$ cat src/rtl/axis_bram_pkg.sv
// Shared types and helpers for the AXI-Stream BRAM frame store-and-forward controller.
package axis_bram_pkg;

  typedef enum logic {
    FILL  = 1'b0,
    DRAIN = 1'b1
  } state_t;

  localparam int MAX_BE_WIDTH      = 128;
  localparam int DEF_ADDR_WIDTH    = 12;
  localparam int DEF_PTR_WIDTH     = DEF_ADDR_WIDTH + 1;

  // Pointers carry one extra bit so a full-depth count is representable.
  function automatic int ptr_width(input int addr_width);
    return addr_width + 1;
  endfunction

  function automatic logic [MAX_BE_WIDTH-1:0] be_all_ones(input int be_width);
    logic [MAX_BE_WIDTH-1:0] mask;
    mask = '0;
    for (int i = 0; i < MAX_BE_WIDTH; i++) begin
      if (i < be_width) mask[i] = 1'b1;
    end
    return mask;
  endfunction

endpackage

$ cat src/rtl/axis_bram_rdbuf.sv
// Two-entry output FIFO that absorbs the BRAM read latency on the drain side.
module axis_bram_rdbuf #(
  parameter int WIDTH = 65
) (
  input  logic             clk,
  input  logic             reset_n,
  input  logic             push,
  input  logic             pop,
  input  logic [WIDTH-1:0] din,
  output logic [WIDTH-1:0] head,
  output logic [1:0]       count
);

  logic [WIDTH-1:0] mem [2];
  logic             wr_idx;
  logic             rd_idx;

  always_ff @(posedge clk) begin
    if (!reset_n) begin
      wr_idx <= 1'b0;
      rd_idx <= 1'b0;
      count  <= 2'd0;
    end else begin
      if (push) begin
        mem[wr_idx] <= din;
        wr_idx      <= ~wr_idx;
      end
      if (pop) rd_idx <= ~rd_idx;
      case ({push, pop})
        2'b10:   count <= count + 2'd1;
        2'b01:   count <= count - 2'd1;
        default: count <= count;
      endcase
    end
  end

  assign head = mem[rd_idx];

endmodule

$ cat src/rtl/axis_bram_frame_ctrl.sv
// Frame store-and-forward sequencer: fills BRAM from an AXI-Stream slave, then drains it in order.
//   state | meaning
//   FILL  | accept input beats, write them to BRAM from address 0
//   DRAIN | read the stored frame back out on the master stream
module axis_bram_frame_ctrl
  import axis_bram_pkg::*;
#(
  parameter int C_AXIS_BRAM_ADDR_WIDTH = 12,
  parameter int C_AXIS_BRAM_DATA_WIDTH = 64,
  parameter int C_AXIS_BRAM_DEPTH      = 2**C_AXIS_BRAM_ADDR_WIDTH
) (
  input  logic                                clk,
  input  logic                                reset_n,
  input  logic [C_AXIS_BRAM_DATA_WIDTH-1:0]   s_axis_tdata,
  input  logic                                s_axis_tvalid,
  output logic                                s_axis_tready,
  input  logic                                s_axis_tlast,
  output logic [C_AXIS_BRAM_DATA_WIDTH-1:0]   m_axis_tdata,
  output logic                                m_axis_tvalid,
  input  logic                                m_axis_tready,
  output logic                                m_axis_tlast,
  output logic [C_AXIS_BRAM_ADDR_WIDTH-1:0]   bram_addr,
  output logic [C_AXIS_BRAM_DATA_WIDTH-1:0]   bram_din,
  input  logic [C_AXIS_BRAM_DATA_WIDTH-1:0]   bram_dout,
  output logic                                bram_en,
  output logic [C_AXIS_BRAM_DATA_WIDTH/8-1:0] bram_we,
  output logic [C_AXIS_BRAM_ADDR_WIDTH:0]     frame_len,
  output logic                                overflow
);

  localparam int AW    = C_AXIS_BRAM_ADDR_WIDTH;
  localparam int DW    = C_AXIS_BRAM_DATA_WIDTH;
  localparam int BE_W  = DW / 8;
  localparam int PTR_W = ptr_width(AW);
  localparam logic [BE_W-1:0]  BE_ONES  = BE_W'(be_all_ones(BE_W));
  localparam logic [PTR_W-1:0] LAST_PTR = PTR_W'(C_AXIS_BRAM_DEPTH - 1);

  state_t           state;
  logic [PTR_W-1:0] wr_ptr;
  logic [PTR_W-1:0] rd_ptr;
  logic [PTR_W-1:0] frame_len_q;
  logic             overflow_q;
  logic             inflight;
  logic             inflight_last;

  logic             accept;
  logic             fill_done;
  logic             pop;
  logic             issue;
  logic             issue_last;
  logic [2:0]       credit;
  logic [1:0]       buf_count;
  logic [DW:0]      buf_head;

  assign s_axis_tready = reset_n && (state == FILL);
  assign accept        = s_axis_tvalid && s_axis_tready;
  assign fill_done     = accept && (s_axis_tlast || (wr_ptr == LAST_PTR));

  assign m_axis_tvalid = reset_n && (buf_count != 2'd0);
  assign m_axis_tdata  = buf_head[DW-1:0];
  assign m_axis_tlast  = m_axis_tvalid && buf_head[DW];
  assign pop           = m_axis_tvalid && m_axis_tready;

  // Occupancy after this cycle's pop; a read may only be issued if its data will have a slot.
  assign credit     = 3'(buf_count) + 3'(inflight) - 3'(pop);
  assign issue      = reset_n && (state == DRAIN) && (rd_ptr < frame_len_q) && (credit < 3'd2);
  assign issue_last = (rd_ptr == frame_len_q - PTR_W'(1));

  assign bram_en   = issue;
  assign bram_we   = accept ? BE_ONES : '0;
  assign bram_addr = (state == DRAIN) ? rd_ptr[AW-1:0] : wr_ptr[AW-1:0];
  assign bram_din  = s_axis_tdata;
  assign frame_len = frame_len_q;
  assign overflow  = overflow_q;

  always_ff @(posedge clk) begin
    if (!reset_n) begin
      state         <= FILL;
      wr_ptr        <= '0;
      rd_ptr        <= '0;
      frame_len_q   <= '0;
      overflow_q    <= 1'b0;
      inflight      <= 1'b0;
      inflight_last <= 1'b0;
    end else begin
      inflight      <= issue;
      inflight_last <= issue_last;
      case (state)
        FILL: begin
          if (fill_done) begin
            frame_len_q <= wr_ptr + PTR_W'(1);
            wr_ptr      <= '0;
            state       <= DRAIN;
            if (!s_axis_tlast) overflow_q <= 1'b1;
          end else if (accept) begin
            wr_ptr <= wr_ptr + PTR_W'(1);
          end
        end
        DRAIN: begin
          if (pop && m_axis_tlast) begin
            rd_ptr <= '0;
            state  <= FILL;
          end else if (issue) begin
            rd_ptr <= rd_ptr + PTR_W'(1);
          end
        end
        default: state <= FILL;
      endcase
    end
  end

  axis_bram_rdbuf #(
    .WIDTH (DW + 1)
  ) u_rdbuf (
    .clk     (clk),
    .reset_n (reset_n),
    .push    (inflight),
    .pop     (pop),
    .din     ({inflight_last, bram_dout}),
    .head    (buf_head),
    .count   (buf_count)
  );

endmodule

$ cat config.mk
export PLATFORM = sky130hd
export DESIGN_NAME = axis_bram_frame_ctrl
export DESIGN_NICKNAME = d
export VERILOG_FILES = /design/src/rtl/axis_bram_pkg.sv /design/src/rtl/axis_bram_rdbuf.sv /design/src/rtl/axis_bram_frame_ctrl.sv
export SDC_FILE = /design/constraint.sdc
export NUM_CORES = 1
export LEC_CHECK = 0
export CAP_MARGIN = 30
export CORE_MARGIN = 2
export CORE_UTILIZATION = 25
export CTS_CLUSTER_SIZE = 25
export DETAILED_ROUTE_END_ITERATION = 10
export PLACE_DENSITY_LB_ADDON = 0.12
export SLEW_MARGIN = 10
export SYNTH_ARGS = -nofsm -noshare
export SYNTH_HDL_FRONTEND = slang
export SYNTH_SLANG_ARGS = --single-unit
$ cat constraint.sdc
create_clock -name clk -period 11.1 [get_ports clk]
set_clock_uncertainty 0.1 [all_clocks]
set_input_delay 1.11 -clock clk [delete_from_list [all_inputs] [get_ports clk]]
set_output_delay 1.11 -clock clk [all_outputs]
set_load 0.005 [all_outputs]
* Word-level counts from Yosys, hierarchy flattened *
Memories as Yosys holds them, arrays and structs flattened. A register that Yosys moved wholly into a read port is not among the register bits.
Cells that the tools add are included.

cells by class
  equality and inequality tests = 4
  bitwise gates (word level) = 4
  reductions and logical operators = 19
  add/sub/neg operators = 7
  $lt $le $gt $ge = 2
  mux-type cells = 15

operators with widths
  operator                                                              number
  13-bit 2-to-1 mux                                                     4
  13-bit by 1-bit adder with 13-bit output, second input constant       2
  13-bit by 12-bit == test with 1-bit output, second input constant     1
  13-bit == test                                                        1
  13-bit < comparator                                                   1
  13-bit by 1-bit subtractor with 13-bit output, second input constant  1
  12-bit 2-to-1 mux                                                     1
  1-bit logical AND                                                     10
  8-bit 2-to-1 mux                                                      1
  2-bit nonzero test                                                    4
  1-bit 2-to-1 mux                                                      7
  2-bit AND reduction                                                   3
  1-bit NOT                                                             4
  2-bit one-hot mux with 2 select lines                                 1
  2-bit by 1-bit adder with 3-bit output                                1
  3-bit by 2-bit < comparator with 1-bit output, second input constant  1
  3-bit AND reduction                                                   1
  3-bit by 1-bit subtractor with 3-bit output                           1
  2-bit by 1-bit adder with 2-bit output, second input constant         1
  2-bit by 1-bit == test with 1-bit output, second input constant       1
  2-bit == test, second input constant                                  1
  1-bit one-hot mux with 2 select lines                                 1
  2-bit by 1-bit subtractor with 2-bit output, second input constant    1
  1-bit logical OR                                                      1

storage, ports and cells
  word-level logic and storage cells = 62
  bits of input ports = 133
  bits in registers = 47
  memories = 1
  output and inout port bits = 166
  bits in writable memories = 130

memory list
  memory       depth  width  read ports  clocked after Yosys merged registers in  write ports  RTL line               text
  u_rdbuf.mem  2      65     1           1                                        1            axis_bram_rdbuf.sv:14  logic [WIDTH-1:0] mem [2];

* Logic depth before layout (Yosys ltp) *
  depth in word-level cells = 8
  gate-level depth with buffers = 12

* Hierarchy *
From an unflattened synthesis, not the netlist that was laid out.

second synthesis, totals
  cells, all modules = 691
  area total of the unflattened synthesis = 8594.5 µm²

modules (own cells, without submodules)
  module                seq. area each (µm²)  times used  cells an instance  area an instance (µm²)
  axis_bram_rdbuf       4003.8                1           223                4913.5
  axis_bram_frame_ctrl  860.8                 1           468                3681.0

* Worst setup path before layout *
No wires, ideal clock.

  path kind = input to register
  from = input reset_n
  to = memory u_rdbuf.mem[0][0] (enable)
  path slack = 6.078 ns
  data arrival time = 4.434 ns
  stages on the path = 4
  buffers on the path = 2
  cell sequence = clkbuf_1 -> clkbuf_1 -> nand2_1 -> nor2_1

on the way
  word-level cells in the longest chain between the ends = 2

ends and longest elaborated chain
  element                                 RTL line                    text
  from (decl)                             axis_bram_frame_ctrl.sv:13  input logic reset_n,
  1-bit 2-to-1 mux                        axis_bram_rdbuf.sv:19       if (!reset_n) begin
  1-bit 2-to-1 mux (implied by the code)  axis_bram_rdbuf.sv:25       mem[wr_idx] <= din;
  to (decl)                               axis_bram_rdbuf.sv:14

No other way between the ends.

* Worst setup path after layout *
  from = input reset_n
  to = output bram_en

on the way
  word-level cells in the longest chain between the ends = 5

ends and longest elaborated chain
  element                                        RTL line                    text
  1-bit logical AND                              axis_bram_frame_ctrl.sv:59  assign m_axis_tvalid = reset_n && (buf_count != 2'd0);
  1-bit logical AND                              axis_bram_frame_ctrl.sv:62  assign pop = m_axis_tvalid && m_axis_tready;
  3-bit by 1-bit subtractor with 3-bit output    axis_bram_frame_ctrl.sv:65  assign credit = 3'(buf_count) + 3'(inflight) - 3'(pop);
  3-bit by 2-bit < comparator with 1-bit output  axis_bram_frame_ctrl.sv:66  assign issue = reset_n && (state == DRAIN) && (rd_ptr < frame_len_q) && (credit < 3'd2);
  1-bit logical AND *                            axis_bram_frame_ctrl.sv:66
  to (decl)                                      axis_bram_frame_ctrl.sv:25  output logic bram_en,

Mark *: on every way between the ends. The rest lies on a longest branch, timed or not.

==> impl_metrics.py <==
metrics = {
    "min_path": {
        "min_path_type": "reg2reg",
        "min_to": "u_rdbuf.mem[1][64]",
        "min_from": "inflight_last",
        "whs_path_depth": 0,
    },
    "sta": {
        "fmax_mhz": 171,
        "setup_violations": 0,
        "finalWorstPathRequiredPeriod_ps": 5860,
        "totalNegativeSetupSlack_ps": 0,
        "hold_viol_final": 0,
        "tightest_slew_ps": 962,
        "slew_headroom_pct": 35.9,
        "whs_ps": 371,
        "drv_slew": 0,
        "period_share_pct": 52.8,
        "rsz0062_at_grt": "no",
        "setup_ws_ps": 5240,
    },
    "logic_synthesis": {
        "ys_ff_latch": 178,
        "netlist_instances": 674,
        "syn_avg_cell_area_sq_um": 12.5,
        "ys_warn_count": 0,
        "synth.net_count": 824,
        "synthTopCellsByArea": "edfxtp_1, dfxtp_1, mux2_2, buf_4, ha_1",
        "netlist.area_leader.share_pct": 46.3,
        "synth_largest_area_cell": "edfxtp_1",
        "synth_edf_count": 130,
        "syn_area_sq_um": 8440,
        "seq_area_frac_synth_pct": 57.7,
        "async_flop_share_pct": 0,
        "ys_types": 60,
        "synth_flop_cell": "edfxtp_1",
    },
    "worst_setup_path": {
        "crit_buf_inv": 4,
        "critPathLaunchType": "input port",
        "critPathSlowestCell": "nand3_1",
        "rrSetupSlack_ps": 7530,
        "rr_endpoint": "rd_ptr[11]",
        "rr_worst_depth": 10,
        "crit_fanout": 23,
        "crit_arrival_ps": 4650,
        "crit_required_ps": 9890,
        "crit_chain": "clkdlybuf4s50_1, buf_4, o21a_1, nand2_1, xnor2_1, nand2_1, fa_1, nand4b_1, nor3_2, nand3_1, inv_1, clkdlybuf4s50_1",
        "max_stage_delay_ps": 550,
        "worstSetupEndpointType": "primary output",
        "r2r-start": "u_rdbuf.count[1]",
        "crit_type": "in2out",
        "cpLargestDelayFamily": "buffers and inverters",
    },
    "clocking": {
        "clk_pin_slew_ps": 70,
        "cts_buffer_depth": 2,
        "post-cts-setup-buffer-count": 0,
        "cts_buffers": 17,
        "cts_resized": 0,
        "clk_latency_ps": 420,
        "cts-root-buf": "clkbuf_16",
        "cts_tree": "built",
        "cts_sinks": 178,
        "ctsHoldBuffers": 0,
        "cts_max_level": 4,
    },
    "place": {
        "dp.final_hpwl_mm": 14.7,
        "port_buffers": 170,
        "post-place-ws_ps": 5230,
        "gp_congestion": 0.789,
    },
    "power": {
        "p_per_area_nw_per_um2": 138,
        "leakagePower_nw": 3.50,
        "vdd_drop_max_v": 0.000102,
    },
    "routing": {
        "first_pass_iters": 4,
        "vias": 5553,
        "wl_per_cell_microns": 17.6,
        "ant_nets": 0,
        "drcViolationCount": 0,
        "initialDrtViolationCount": 282,
        "viasPerCell": 4.54,
        "drt-total-wl_mm": 21.5,
    },
    "run": {
        "drv_cap": 0,
    },
    "global_route": {
        "grt-ovfl-total": 0,
        "antenna_found_initial": 0,
        "grt_pass1_vias": 5725,
        "grt_first_pass_wirelength_mm": 33.6,
        "gr-usage-all-layers_pct": 12.3,
        "grt_max_degree": 66,
    },
    "outcome": {
        "status": "finished clean",
    },
    "floorplanning": {
        "rows": 67,
        "initial_core_util_pct": 25.3,
        "die_w_microns": 188,
        "io-pin-count": 299,
        "core_sq_um": 33400,
        "dieArea_sq_um": 35200,
        "die_h_microns": 188,
    },
    "layout": {
        "drive_above_1_share_pct": 16.4,
        "num-nets-final": 914,
        "diodes": 0,
        "layout_common_cells": "clkdlybuf4s50_1, edfxtp_1, mux2_2",
        "syn_to_final_growth_pct": 26.8,
        "final_common_cell": "clkdlybuf4s50_1",
        "fillCellCount": 3366,
    },
}
metrics by stage:
| step | cell area [sq um] | instances | utilization (%) | power, mW |
|---|---|---|---|---|
| 3_5_place_dp | 10100 | 1192 | 30.2 | 0.864 |
| 3_3_place_gp | 10100 | 1192 | 30.2 | 0.861 |
| 5_1_grt | 10700 | 1224 | 32.1 | 1.54 |
| 4_1_cts | 10700 | 1223 | 32.0 | 1.50 |
| 6_report | 10700 | 1224 | 32.1 | 1.47 |
| 2_1_floorplan | 8440 | 674 | - | 0.818 |
cells by family after synthesis:
| logic type | count (synthesis) | synth area share (%) |
|---|---|---|
| xor+xnor | 32 | 3.32 |
| fa+ha+maj | 17 | 2.61 |
| mux | 79 | 10.5 |
| compound gates | 87 | 7.03 |
| buf+inv | 129 | 9.16 |
| simple gates | 152 | 9.73 |
| flops | 178 | 57.7 |
Yosys cell counts, types with 8 or more instances:
library cell	number
edfxtp_1	130
and3_1	10
clkbuf_1	21
inv_1	22
o21ai_0	12
a31oi_1	11
a211oi_1	12
nand3_1	16
or4_1	8
dfxtp_1	48
mux2_2	76
xor2_1	11
buf_4	75
a21oi_1	20
nand2_1	35
xnor2_1	21
ha_1	16
nor2_1	36
nand4_1	8
metal layers:
metal / vias up / part of all wire [%] / routed length, microns / track usage (%)
li1: 2593 / - / - / -
met5: - / 0 / 0 / 0
met4: 0 / 2.1 / 444 / 4.24
met3: 52 / 5.6 / 1220 / 3.26
met1: 2724 / 45 / 9700 / 15.7
met2: 184 / 47 / 10200 / 20.2
how the worst max path moves through the flow:
stage | start | to | slack [ps] | cells after the start
floorplan | reset_n | u_rdbuf.mem[0][0] | 6080 | 4
global route | reset_n | bram_en | 4890 | 12
global placement | reset_n | bram_en | 5300 | 12
detailed placement | reset_n | bram_en | 5230 | 12
finish | reset_n | bram_en | 5240 | 12
CTS | reset_n | bram_en | 5220 | 12
cell type report:
class	instances	area [sq um]	share of cell area [%]
multi-input cells	367	2810	26.2
flip-flops and latches	178	4870	45.5
repair buffers	177	1770	16.6
inverters	23	86.3	0.807
clock inverters	13	175	1.64
well taps	448	561	5.24
clock buffers	18	429	4.01
report_power, final:
part / switching (mW) / internal [mW] / leakage, nW / total, mW
Clock: 0.268 / 0.359 / 0.295 / 0.627
Combinational: 0.0516 / 0.0644 / 1.65 / 0.116
Sequential: 0.0114 / 0.720 / 1.55 / 0.731
flip-flops by register name (all words and copies together), names as in the netlist, 2 cells and up, named ones only:
signal         cells
u_rdbuf.count      2
u_rdbuf.mem      130
wr_ptr            13
rd_ptr            13
frame_len         13
No activity file was read; power rests on OpenSTA's default activity.
